[config.mk]
export PLATFORM = sky130hd
export DESIGN_NAME = mem_stage
export DESIGN_NICKNAME = d
export VERILOG_FILES = /design/src/rtl/rv32_pkg.sv /design/src/rtl/mem_wb_reg.sv /design/src/rtl/mem_stage.sv
export SDC_FILE = /design/constraint.sdc
export NUM_CORES = 1
export LEC_CHECK = 0
export BUFFER_PORTS_ARGS = -buffer_cell sky130_fd_sc_hd__buf_4
export CAP_MARGIN = 20
export CORE_AREA = 2 2 146 148
export CTS_BUF_LIST = sky130_fd_sc_hd__clkbuf_16
export CTS_CLUSTER_DIAMETER = 100
export DETAILED_ROUTE_END_ITERATION = 8
export DIE_AREA = 0 0 148 150
export PLACE_DENSITY_LB_ADDON = 0.12
export SLEW_MARGIN = 20
export SYNTH_ARGS = -nofsm -noshare
export SYNTH_HDL_FRONTEND = slang
export SYNTH_SLANG_ARGS = --single-unit
export TNS_END_PERCENT = 1
[constraint.sdc]
create_clock -name clk -period 1.7 [get_ports clk]
set_input_delay 0 -clock clk [delete_from_list [all_inputs] [get_ports clk]]
set_output_delay 0 -clock clk [all_outputs]
set_load 0.03 [all_outputs]
[src/rtl/rv32_pkg.sv]
// Shared definitions for the RV32 pipeline.
//   - ctrl_mem bit positions
//   - write-back select encodings
//   - memory stage FSM state type
package rv32_pkg;
  localparam int MEM_READ  = 4;
  localparam int MEM_WRITE = 3;
  localparam int REG_WRITE = 2;

  localparam logic [1:0] WB_SEL_ALU = 2'b00;
  localparam logic [1:0] WB_SEL_MEM = 2'b01;
  localparam logic [1:0] WB_SEL_PC4 = 2'b10;

  typedef enum logic {IDLE = 1'b0, WAIT = 1'b1} mem_state_t;
endpackage

[src/rtl/mem_wb_reg.sv]
// MEM/WB pipeline register.
// Ports:
//   clk, reset      : clock, synchronous active-high reset
//   i_load          : capture ctrl/rd/pc4/alu this edge; when low a bubble is
//                     inserted (ctrl cleared, data fields hold)
//   i_rdata_en      : capture load data this edge
//   i_ctrl..i_rdata : next values
//   o_ctrl..o_rdata : registered WB-stage values
module mem_wb_reg (
  input  logic        clk,
  input  logic        reset,
  input  logic        i_load,
  input  logic        i_rdata_en,
  input  logic [2:0]  i_ctrl,
  input  logic [31:0] i_rd,
  input  logic [31:0] i_pc4,
  input  logic [31:0] i_alu,
  input  logic [31:0] i_rdata,
  output logic [2:0]  o_ctrl,
  output logic [31:0] o_rd,
  output logic [31:0] o_pc4,
  output logic [31:0] o_alu,
  output logic [31:0] o_rdata
);
  logic [2:0]  r_ctrl;
  logic [31:0] r_rd, r_pc4, r_alu, r_rdata;

  always_ff @(posedge clk) begin
    if (reset) begin
      r_ctrl  <= '0;
      r_rd    <= '0;
      r_pc4   <= '0;
      r_alu   <= '0;
      r_rdata <= '0;
    end else begin
      if (i_load) begin
        r_ctrl <= i_ctrl;
        r_rd   <= i_rd;
        r_pc4  <= i_pc4;
        r_alu  <= i_alu;
      end else begin
        r_ctrl <= '0;
      end
      if (i_rdata_en) r_rdata <= i_rdata;
    end
  end

  assign o_ctrl  = r_ctrl;
  assign o_rd    = r_rd;
  assign o_pc4   = r_pc4;
  assign o_alu   = r_alu;
  assign o_rdata = r_rdata;
endmodule

[src/rtl/mem_stage.sv]
// Memory-access stage: issues word loads/stores over a req/ack port, stalls
// upstream while an access is outstanding, and feeds the MEM/WB register.
// Ports:
//   clk, reset                          : clock, synchronous active-high reset
//   ctrl_mem, rd_mem, pc4_mem,
//   alu_result, write_data1             : EX-stage outputs
//   ctrl_wb, rd_wb, pc4_wb,
//   alu_result_wb, read_data_wb         : registered MEM/WB outputs
//   stall                               : combinational upstream hold
//   misalign                            : one-cycle pulse after a misaligned access
//   dmem_req/we/addr/wdata              : registered memory request
//   dmem_rdata, dmem_ack                : memory response
module mem_stage
  import rv32_pkg::*;
(
  input  logic               clk,
  input  logic               reset,
  input  logic [4:0]         ctrl_mem,
  input  logic [31:0]        rd_mem,
  input  logic [31:0]        pc4_mem,
  input  logic signed [31:0] alu_result,
  input  logic signed [31:0] write_data1,
  output logic [2:0]         ctrl_wb,
  output logic [31:0]        rd_wb,
  output logic [31:0]        pc4_wb,
  output logic [31:0]        alu_result_wb,
  output logic [31:0]        read_data_wb,
  output logic               stall,
  output logic               misalign,
  output logic               dmem_req,
  output logic               dmem_we,
  output logic [31:0]        dmem_addr,
  output logic [31:0]        dmem_wdata,
  input  logic [31:0]        dmem_rdata,
  input  logic               dmem_ack
);
  mem_state_t  r_state;
  logic        r_misalign, r_req, r_we;
  logic [31:0] r_addr, r_wdata;

  logic       w_mem_op, w_aligned, w_idle, w_wait;
  logic       w_start, w_misal, w_done, w_wb_load, w_rdata_en;
  logic [2:0] w_wb_ctrl;

  assign w_mem_op  = ctrl_mem[MEM_READ] | ctrl_mem[MEM_WRITE];
  assign w_aligned = (alu_result[1:0] == 2'b00);
  assign w_idle    = (r_state == IDLE);
  assign w_wait    = (r_state == WAIT);
  assign w_start   = w_idle & w_mem_op & w_aligned;
  assign w_misal   = w_idle & w_mem_op & ~w_aligned;
  assign w_done    = w_wait & dmem_ack;

  // Gated by reset so a reset landing mid-WAIT never holds upstream.
  assign stall = ~reset & (w_start | (w_wait & ~dmem_ack));

  // Non-memory and misaligned ops retire straight from IDLE; memory ops
  // retire on the ack edge. Everything else is a bubble.
  assign w_wb_load  = (w_idle & ~w_start) | w_done;
  assign w_wb_ctrl  = w_misal ? 3'b000 : ctrl_mem[2:0];
  // r_we already resolves read+write to a store.
  assign w_rdata_en = w_done & ~r_we;

  always_ff @(posedge clk) begin
    if (reset) begin
      r_state    <= IDLE;
      r_misalign <= 1'b0;
      r_req      <= 1'b0;
      r_we       <= 1'b0;
      r_addr     <= '0;
      r_wdata    <= '0;
    end else begin
      r_misalign <= w_misal;
      case (r_state)
        IDLE: if (w_start) begin
          r_state <= WAIT;
          r_req   <= 1'b1;
          r_we    <= ctrl_mem[MEM_WRITE];
          r_addr  <= alu_result;
          r_wdata <= write_data1;
        end
        WAIT: if (dmem_ack) begin
          r_state <= IDLE;
          r_req   <= 1'b0;
        end
        default: r_state <= IDLE;
      endcase
    end
  end

  assign misalign   = r_misalign;
  assign dmem_req   = r_req;
  assign dmem_we    = r_we;
  assign dmem_addr  = r_addr;
  assign dmem_wdata = r_wdata;

  mem_wb_reg u_mem_wb (
    .clk       (clk),
    .reset     (reset),
    .i_load    (w_wb_load),
    .i_rdata_en(w_rdata_en),
    .i_ctrl    (w_wb_ctrl),
    .i_rd      (rd_mem),
    .i_pc4     (pc4_mem),
    .i_alu     (alu_result),
    .i_rdata   (dmem_rdata),
    .o_ctrl    (ctrl_wb),
    .o_rd      (rd_wb),
    .o_pc4     (pc4_wb),
    .o_alu     (alu_result_wb),
    .o_rdata   (read_data_wb)
  );
endmodule

After elaboration in Yosys (flattened, before gate mapping) --
Index checks and enable logic that the tools add are counted.
Word-level totals: ROM bits 0, output and inout bits 199, RAM bits 0, bits in latches 0, register bits after elaboration 199, word-level logic and storage cells 41, memories kept 0, input bits 168
Operators by class: bitwise operators 18, muxes and demuxes 6, multipliers 0, shifts and indexed selects 0, $lt $le $gt $ge 0, reductions and logical operators 4, equality and inequality tests 2, div/mod/pow operators 0, $add $sub $neg 0
Operators by type and width (number):
- 1-bit AND | 8
- 1-bit NOT | 7
- 1-bit two-way mux | 4
- 1-bit one-hot mux with 2 select lines | 2
- 2-bit AND reduction | 2
- 1-bit OR | 3
- 3-bit OR reduction | 1
- 2-bit zero test | 1
- 2-bit by 1-bit != test with 1-bit output (second input constant) | 1
- 2-bit != test (second input constant) | 1

Longest topological paths before layout --
Gate-level depths: netlist of the first run.
word-level depth 8, gate-level depth with buffers 7, gate-level depth less buffers 3

Modules after synthesis --
Synthesis of the first run repeated with hierarchy kept, for this count alone.
Unflattened totals: cell total of the unflattened synthesis 718, area total of the unflattened synthesis 7394.6 um2
Modules (own cells, without submodules):
- mem_wb_reg | area each 4601.9 um2, seq. area each 2622.5 um2, instances 1, cells an instance 420
- mem_stage | area each 2792.7 um2, seq. area each 1361.3 um2, instances 1, cells an instance 298

Least setup slack after synthesis of the first run --
OpenSTA, ideal clock, no wires.
path kind reg-to-output, start register r_state, end output stall, data arrival time 1.480 ns, setup slack 0.220 ns, stages on the path, launching flop included 6, buffers on the path 2, data required time 1.700 ns, cells stage by stage dfxtp_1 > o21ba_2 > clkbuf_1 > buf_2 > nand2_1 > a21oi_1
Between the ends: cells in the longest elaborated chain, start to end 5, elaborated cells between the ends (all ways) 6, those cells by class 6 x bitwise
RTL lines:
- from (decl) | RTL line mem_stage.sv:37 | mem_state_t r_state;
- from (signal assigned) | RTL line mem_stage.sv:65 | r_state <= IDLE;
- from (signal assigned) | RTL line mem_stage.sv:75 | r_state <= WAIT;
- from (signal assigned) | RTL line mem_stage.sv:82 | r_state <= IDLE;
- 1-bit NOT (no source line)
- 1-bit AND (2 in series) | RTL line mem_stage.sv:49 | assign w_start = w_idle & w_mem_op & w_aligned;
- 1-bit OR (*) | RTL line mem_stage.sv:54 | assign stall = ~reset & (w_start | (w_wait & ~dmem_ack));
- 1-bit AND (*) | RTL line mem_stage.sv:54
- to (decl) | RTL line mem_stage.sv:28 | output logic stall,
Mark *: on every way between the ends. The rest lies on a longest branch, timed or not.

Worst setup path in the final report of the first run --
Ends and elaborated chain as after synthesis.

==> results.cfg, run 1 <==
[outcome]
status = completed

[placed_design]
gp_congestion = 0.817
dp_slack_ps = 261
io_buffers = 366
dpl.hpwl_um = 20600

[cells_and_area]
final_cell_mix = buf_4, nand3_1, dfxtp_1
final_common_cell = buf_4
final_layout_size_suffix_gt1_frac = 0.271
area_growth_pct = 50.6
final_nets = 1833

[pwr]
clockPowerShare = 0.329
pwr-share-comb = 0.256
internal-power_w = 0.00839
power_frac_seq = 0.415
power.density_nw_per_um2 = 819
ir_worst_vdd_mv = 0.697
p_leak_nw = 6.18
power_switching_w = 0.00414
switching_share = 0.330

[timing]
final.hold.worst_slack_ps = 13.8
final.setup.worst_slack_ps = 85.8
rsz0062_at_grt = false
report.final.hold_viol_count = 0
fmax_mhz = 619
slew_viol_final = 0
skew_ps = 11.2
finalCriticalPeriod_ps = 1610
post-route-period-util = 0.950
setup_viol = 0
relSlewSlack = 0.686
setup_tns_ps = 0
tightest_slew_ps = 471

[flow_run]
max-cap-violations = 0

[drt]
finalWirelength_um = 35800
via_per_inst = 5.94
dr.pass1.iters = 7
ant_nets = 0
drt_first_iter_violations = 778
wl_per_cell_um = 18.3
vias = 11600
drc = 0

[critical_path]
cp_cell_sequence = o21ba_4, nand2_2, a21oi_2, buf_4
reg2reg_to = dmem_addr[17]
rr_worst_depth = 4
critPathLaunchType = flop
r2r_start = r_state
cp-end-kind = output pin
critical_path_class = flop to output pin
r2r_slack_ps = 220
worst-endpoint-arrival_ps = 1610
required_ps = 1700
crit_path_max_incr_delay_ps = 400
cpMaxStageDelayCell = dfxtp_4
worstPathMaxFanout = 11

[die]
core-area_um2 = 20700
ios = 367
die_area_um2 = 22200
die_x_um = 148
die_height_um = 150
floorplan.rows = 53
initial_core_util = 0.491

[clock_network]
clk_latency_ps = 440
cts_tree = done
cts_buffers = 17
cts_setup_buffers = 0
clock_sinks = 199
cts-root-buf = clkbuf_16
htreeDepth = 4
clkTransAtPathRegs_ps = 80
clock_path_buffers = 2

[global_routing]
use_met2 = 0.488
use_met1 = 0.397
use_met3 = 0.0610
grt_pass1_vias = 10800
grt_overflow = 0
grt_most_used_layer = met2
grt_pass1_wl_um = 55700
grt_antenna_before_repair = 0
grt_usage = 0.305
grt_max_degree = 90

[synth]
avgSynthCellArea_um2 = 8.19
syn_area_um2 = 10200
synthCells = 1240
ys_ff_latch = 199
yosys_warnings = 0
yosysUniqueCellTypes = 29
yosysSeqAreaShare = 0.392
synth_nets = 1408

[hold_path]
min_from = pc4_mem[16]
whs_path_depth = 4
hold_class = primary input to flop
worstHoldEndpoint = u_mem_wb.o_pc4[16]
-- area by class of cell --
type                    instances  area [um^2]
repair buffers                568         4880
multi-input cells             879         5480
flip-flops and latches        199         3990
well taps                     275          344
diodes                          1         2.50
clock buffers                  17          425
fillers                      1515         5390
clock inverters                15          179
-- worst max-delay path: cells and delay by family, from the launching register on --
kind / cells / cell delay (ps)
simple gates: 1 / 130
flops: 1 / 400
buf+inv: 1 / 180
compound gates: 2 / 470
-- state kept, by name (all words and copies together), names as in the netlist --
name	flops
dmem_addr	32
dmem_wdata	32
u_mem_wb.o_alu	32
u_mem_wb.o_pc4	32
u_mem_wb.o_rd	32
u_mem_wb.o_rdata	32
u_mem_wb.o_ctrl	3
dmem_req	1
dmem_we	1
misalign	1
r_state	1
-- cell usage after synthesis --
cell type,number,share of area
and3b_1,1,0.00086
a21oi_1,101,0.050
a31oi_1,94,0.058
or2_1,1,0.00062
nand2b_1,1,0.00062
buf_4,4,0.0030
nor3_1,1,0.00049
nor2b_1,88,0.054
o21ai_0,63,0.031
o21ba_2,1,0.00099
buf_6,5,0.0055
nand4b_1,94,0.081
nand3b_1,1,0.00074
and2b_1,7,0.0052
o21bai_2,1,0.0011
nor3b_1,2,0.0015
a211oi_1,2,0.0015
dfxtp_1,199,0.39
nor4bb_1,85,0.084
and2_1,3,0.0018
clkbuf_1,86,0.032
clkbuf_2,2,0.00099
and4bb_2,9,0.011
nand3_1,251,0.12
nand2_1,67,0.025
nor2_1,4,0.0015
buf_2,61,0.030
or3_1,1,0.00062
buf_1,5,0.0018
-- worst max path at each step --
stage / from / to / slack (ps) / cells after the start
global route: r_state / stall / 5 / 4
finish: r_state / stall / 90 / 4
CTS: r_state / stall / 6 / 4
global placement: r_state / dmem_addr[22] / 350 / 4
detailed placement: r_state / u_mem_wb.o_rd[2] / 260 / 4
floorplan: r_state / stall / 220 / 5
-- stage by stage --
step	utilization	instance area (um^2)	power, W	std cells
CTS	0.739	15300	0.0125	1953
global route	0.739	15300	0.0130	1953
floorplan	-	10200	0.00696	1240
detailed placement	0.630	13000	0.00814	1756
global placement	0.630	13000	0.00811	1756
finish	0.739	15300	0.0125	1954
-- routing by layer --
layer  part of all wire  wire, um
met5                  0         0
met4              0.039      1410
met3              0.077      2740
met2               0.47     17000
met1               0.41     14700
-- repair_timing --
| item | in CTS | in global routing |
|---|---|---|
| hold buffers | 164 | 0 |
| hold endpoints to repair | 194 | 0 |
| gates resized for setup | 2 | 1 |
| gates cloned | 1 | 0 |
| setup endpoints to repair | 1 | 1 |
-- logic make-up (layout without fill, tap and decap cells) --
family	count (synthesis)	count (layout)	synth area share
simple gates	616	617	0.392
other cells	0	1	0
compound gates	262	262	0.142
flops	199	199	0.392
buf+inv	163	600	0.0732
-- power by group through the flow --
| stage | combinational, W | sequential, W | clock, W |
|---|---|---|---|
| after floorplan | 0.00108 | 0.00588 | 0 |
| after global placement | 0.00282 | 0.00529 | 0 |
| after detailed placement | 0.00284 | 0.00530 | 0 |
| after CTS | 0.00316 | 0.00520 | 0.00419 |
| after global routing | 0.00338 | 0.00524 | 0.00439 |
| final | 0.00320 | 0.00520 | 0.00412 |
Power figures use the tool's default switching activity.
==> inputs of run 2 (changes only) <==
--- a/config.mk
+++ b/config.mk
@@ -7,11 +7,11 @@
 export LEC_CHECK = 0
 export BUFFER_PORTS_ARGS = -buffer_cell sky130_fd_sc_hd__buf_4
 export CAP_MARGIN = 20
-export CORE_AREA = 2 2 146 148
+export CORE_AREA = 2 2 105 209
 export CTS_BUF_LIST = sky130_fd_sc_hd__clkbuf_16
 export CTS_CLUSTER_DIAMETER = 100
 export DETAILED_ROUTE_END_ITERATION = 8
-export DIE_AREA = 0 0 148 150
+export DIE_AREA = 0 0 107 211
 export PLACE_DENSITY_LB_ADDON = 0.12
 export SLEW_MARGIN = 20
 export SYNTH_ARGS = -nofsm -noshare
==> results.cfg, run 2 (synthesis results as in run 1) <==
[outcome]
status = completed

[die]
initial_core_util = 0.485
core-area_um2 = 20900
floorplan.rows = 75
die_area_um2 = 22600
die_x_um = 107
die_height_um = 211
ios = 367

[drt]
finalWirelength_um = 37800
vias = 11800
drc = 0
drt_first_iter_violations = 897
wl_per_cell_um = 19.4
via_per_inst = 6.07
ant_nets = 0
dr.pass1.iters = 5

[timing]
rsz0062_at_grt = false
setup_tns_ps = 0
finalCriticalPeriod_ps = 1590
slew_viol_final = 0
setup_viol = 0
skew_ps = 5.42
final.setup.worst_slack_ps = 107
relSlewSlack = 0.650
report.final.hold_viol_count = 0
tightest_slew_ps = 526
post-route-period-util = 0.937
fmax_mhz = 628

[pwr]
ir_worst_vdd_mv = 0.757
p_leak_nw = 6.21
power.density_nw_per_um2 = 805

[critical_path]
worstPathMaxFanout = 12
required_ps = 1700
crit_path_max_incr_delay_ps = 400
worst-endpoint-arrival_ps = 1590
critical_path_class = flop to output pin
critPathLaunchType = flop
cp-end-kind = output pin
cpMaxStageDelayCell = dfxtp_4
cp_cell_sequence = o21ba_4, nand2_1, a21oi_2, buf_4

[clock_network]
clk_latency_ps = 450
clkTransAtPathRegs_ps = 70
clock_sinks = 199
htreeDepth = 4
cts_tree = done
cts-root-buf = clkbuf_16
cts_buffers = 17
clock_path_buffers = 2

[global_routing]
grt_pass1_vias = 11100
grt_antenna_before_repair = 1
grt_pass1_wl_um = 58700
grt_usage = 0.323
grt_max_degree = 80
grt_overflow = 0

[cells_and_area]
final_common_cell = buf_4
final_nets = 1837
area_growth_pct = 50.7
nFillCells = 1537
final_cell_mix = buf_4, nand3_1, dfxtp_1
final_layout_size_suffix_gt1_frac = 0.269

[placed_design]
dpl.hpwl_um = 22100
gp_congestion = 0.829
dp_slack_ps = 298
io_buffers = 366

[flow_run]
max-cap-violations = 0

[hold_path]
hold_class = primary input to flop
[run 2: cell count changes in the layout (fill, tap and decap cells not counted), sizes merged]
cell	before	now
buf	404	408
nand2b	2	1
inv	6	5
clkinv	9	6
bufbuf	0	1
clkinvlp	0	2
bufinv	0	1
[run 2: metrics by stage]
stage | hold WS, ps | area, um^2 | util | total power, W | cells
after floorplan | 122 | 10200 | - | 0.00696 | 1240
after detailed placement | 207 | 13100 | 0.625 | 0.00819 | 1753
final | 20.4 | 15300 | 0.732 | 0.0123 | 1951
after CTS | 0.921 | 15300 | 0.731 | 0.0124 | 1950
after global placement | 202 | 13100 | 0.625 | 0.00815 | 1753
after global routing | 56.3 | 15300 | 0.732 | 0.0128 | 1951
[run 2: area by class of cell]
class,instances,area (um^2),share of cell area
Tap cell,269,337,0.0220
Clock buffer,17,425,0.0278
Timing Repair Buffer,573,4980,0.325
Clock inverter,14,114,0.00744
Antenna cell,1,2.50,0.000163
Multi-Input combinational cell,878,5470,0.357
Sequential cell,199,3990,0.260
[run 2: worst paths after layout]
check / startpoint / end / slack, ps / cells past startpoint
setup / recovery: r_state / stall / 110 / 4
hold / removal: pc4_mem[30] / u_mem_wb.o_pc4[30] / 20 / 4
setup reg to reg: r_state / dmem_wdata[6] / 240 / 5
hold reg to reg: u_mem_wb.o_rdata[3] / u_mem_wb.o_rdata[3] / 460 / 2
[run 2: what timing repair did]
action                                  4_1_cts  5_1_grt
setup buffers                                 1        0
endpoints found under the hold margin       193        0
cloned                                        1        0
endpoints found under the setup margin        1        1
gates resized for setup                       2        1
hold buffers                                164        0
[run 2: metal layers]
metal | routed length [um] | GRT usage
met4 | 2250 | 0.204
met3 | 2510 | 0.0697
met5 | 0 | 0
met2 | 18400 | 0.514
met1 | 14600 | 0.392
[run 2: where the power goes]
group / internal (W) / switching, W / total (W)
Sequential: 0.00498 / 0.000228 / 0.00521
Clock: 0.00200 / 0.00187 / 0.00387
Combinational: 0.00144 / 0.00181 / 0.00325
Total: 0.00842 / 0.00391 / 0.0123
[run 2: worst max-delay path, delay by kind of cell, from the launching register on]
family,cells,cell delay (ps)
AOI/OAI and AO/OA,2,410
buffers and inverters,1,180
DFF,1,400
and+or+nand+nor,1,150
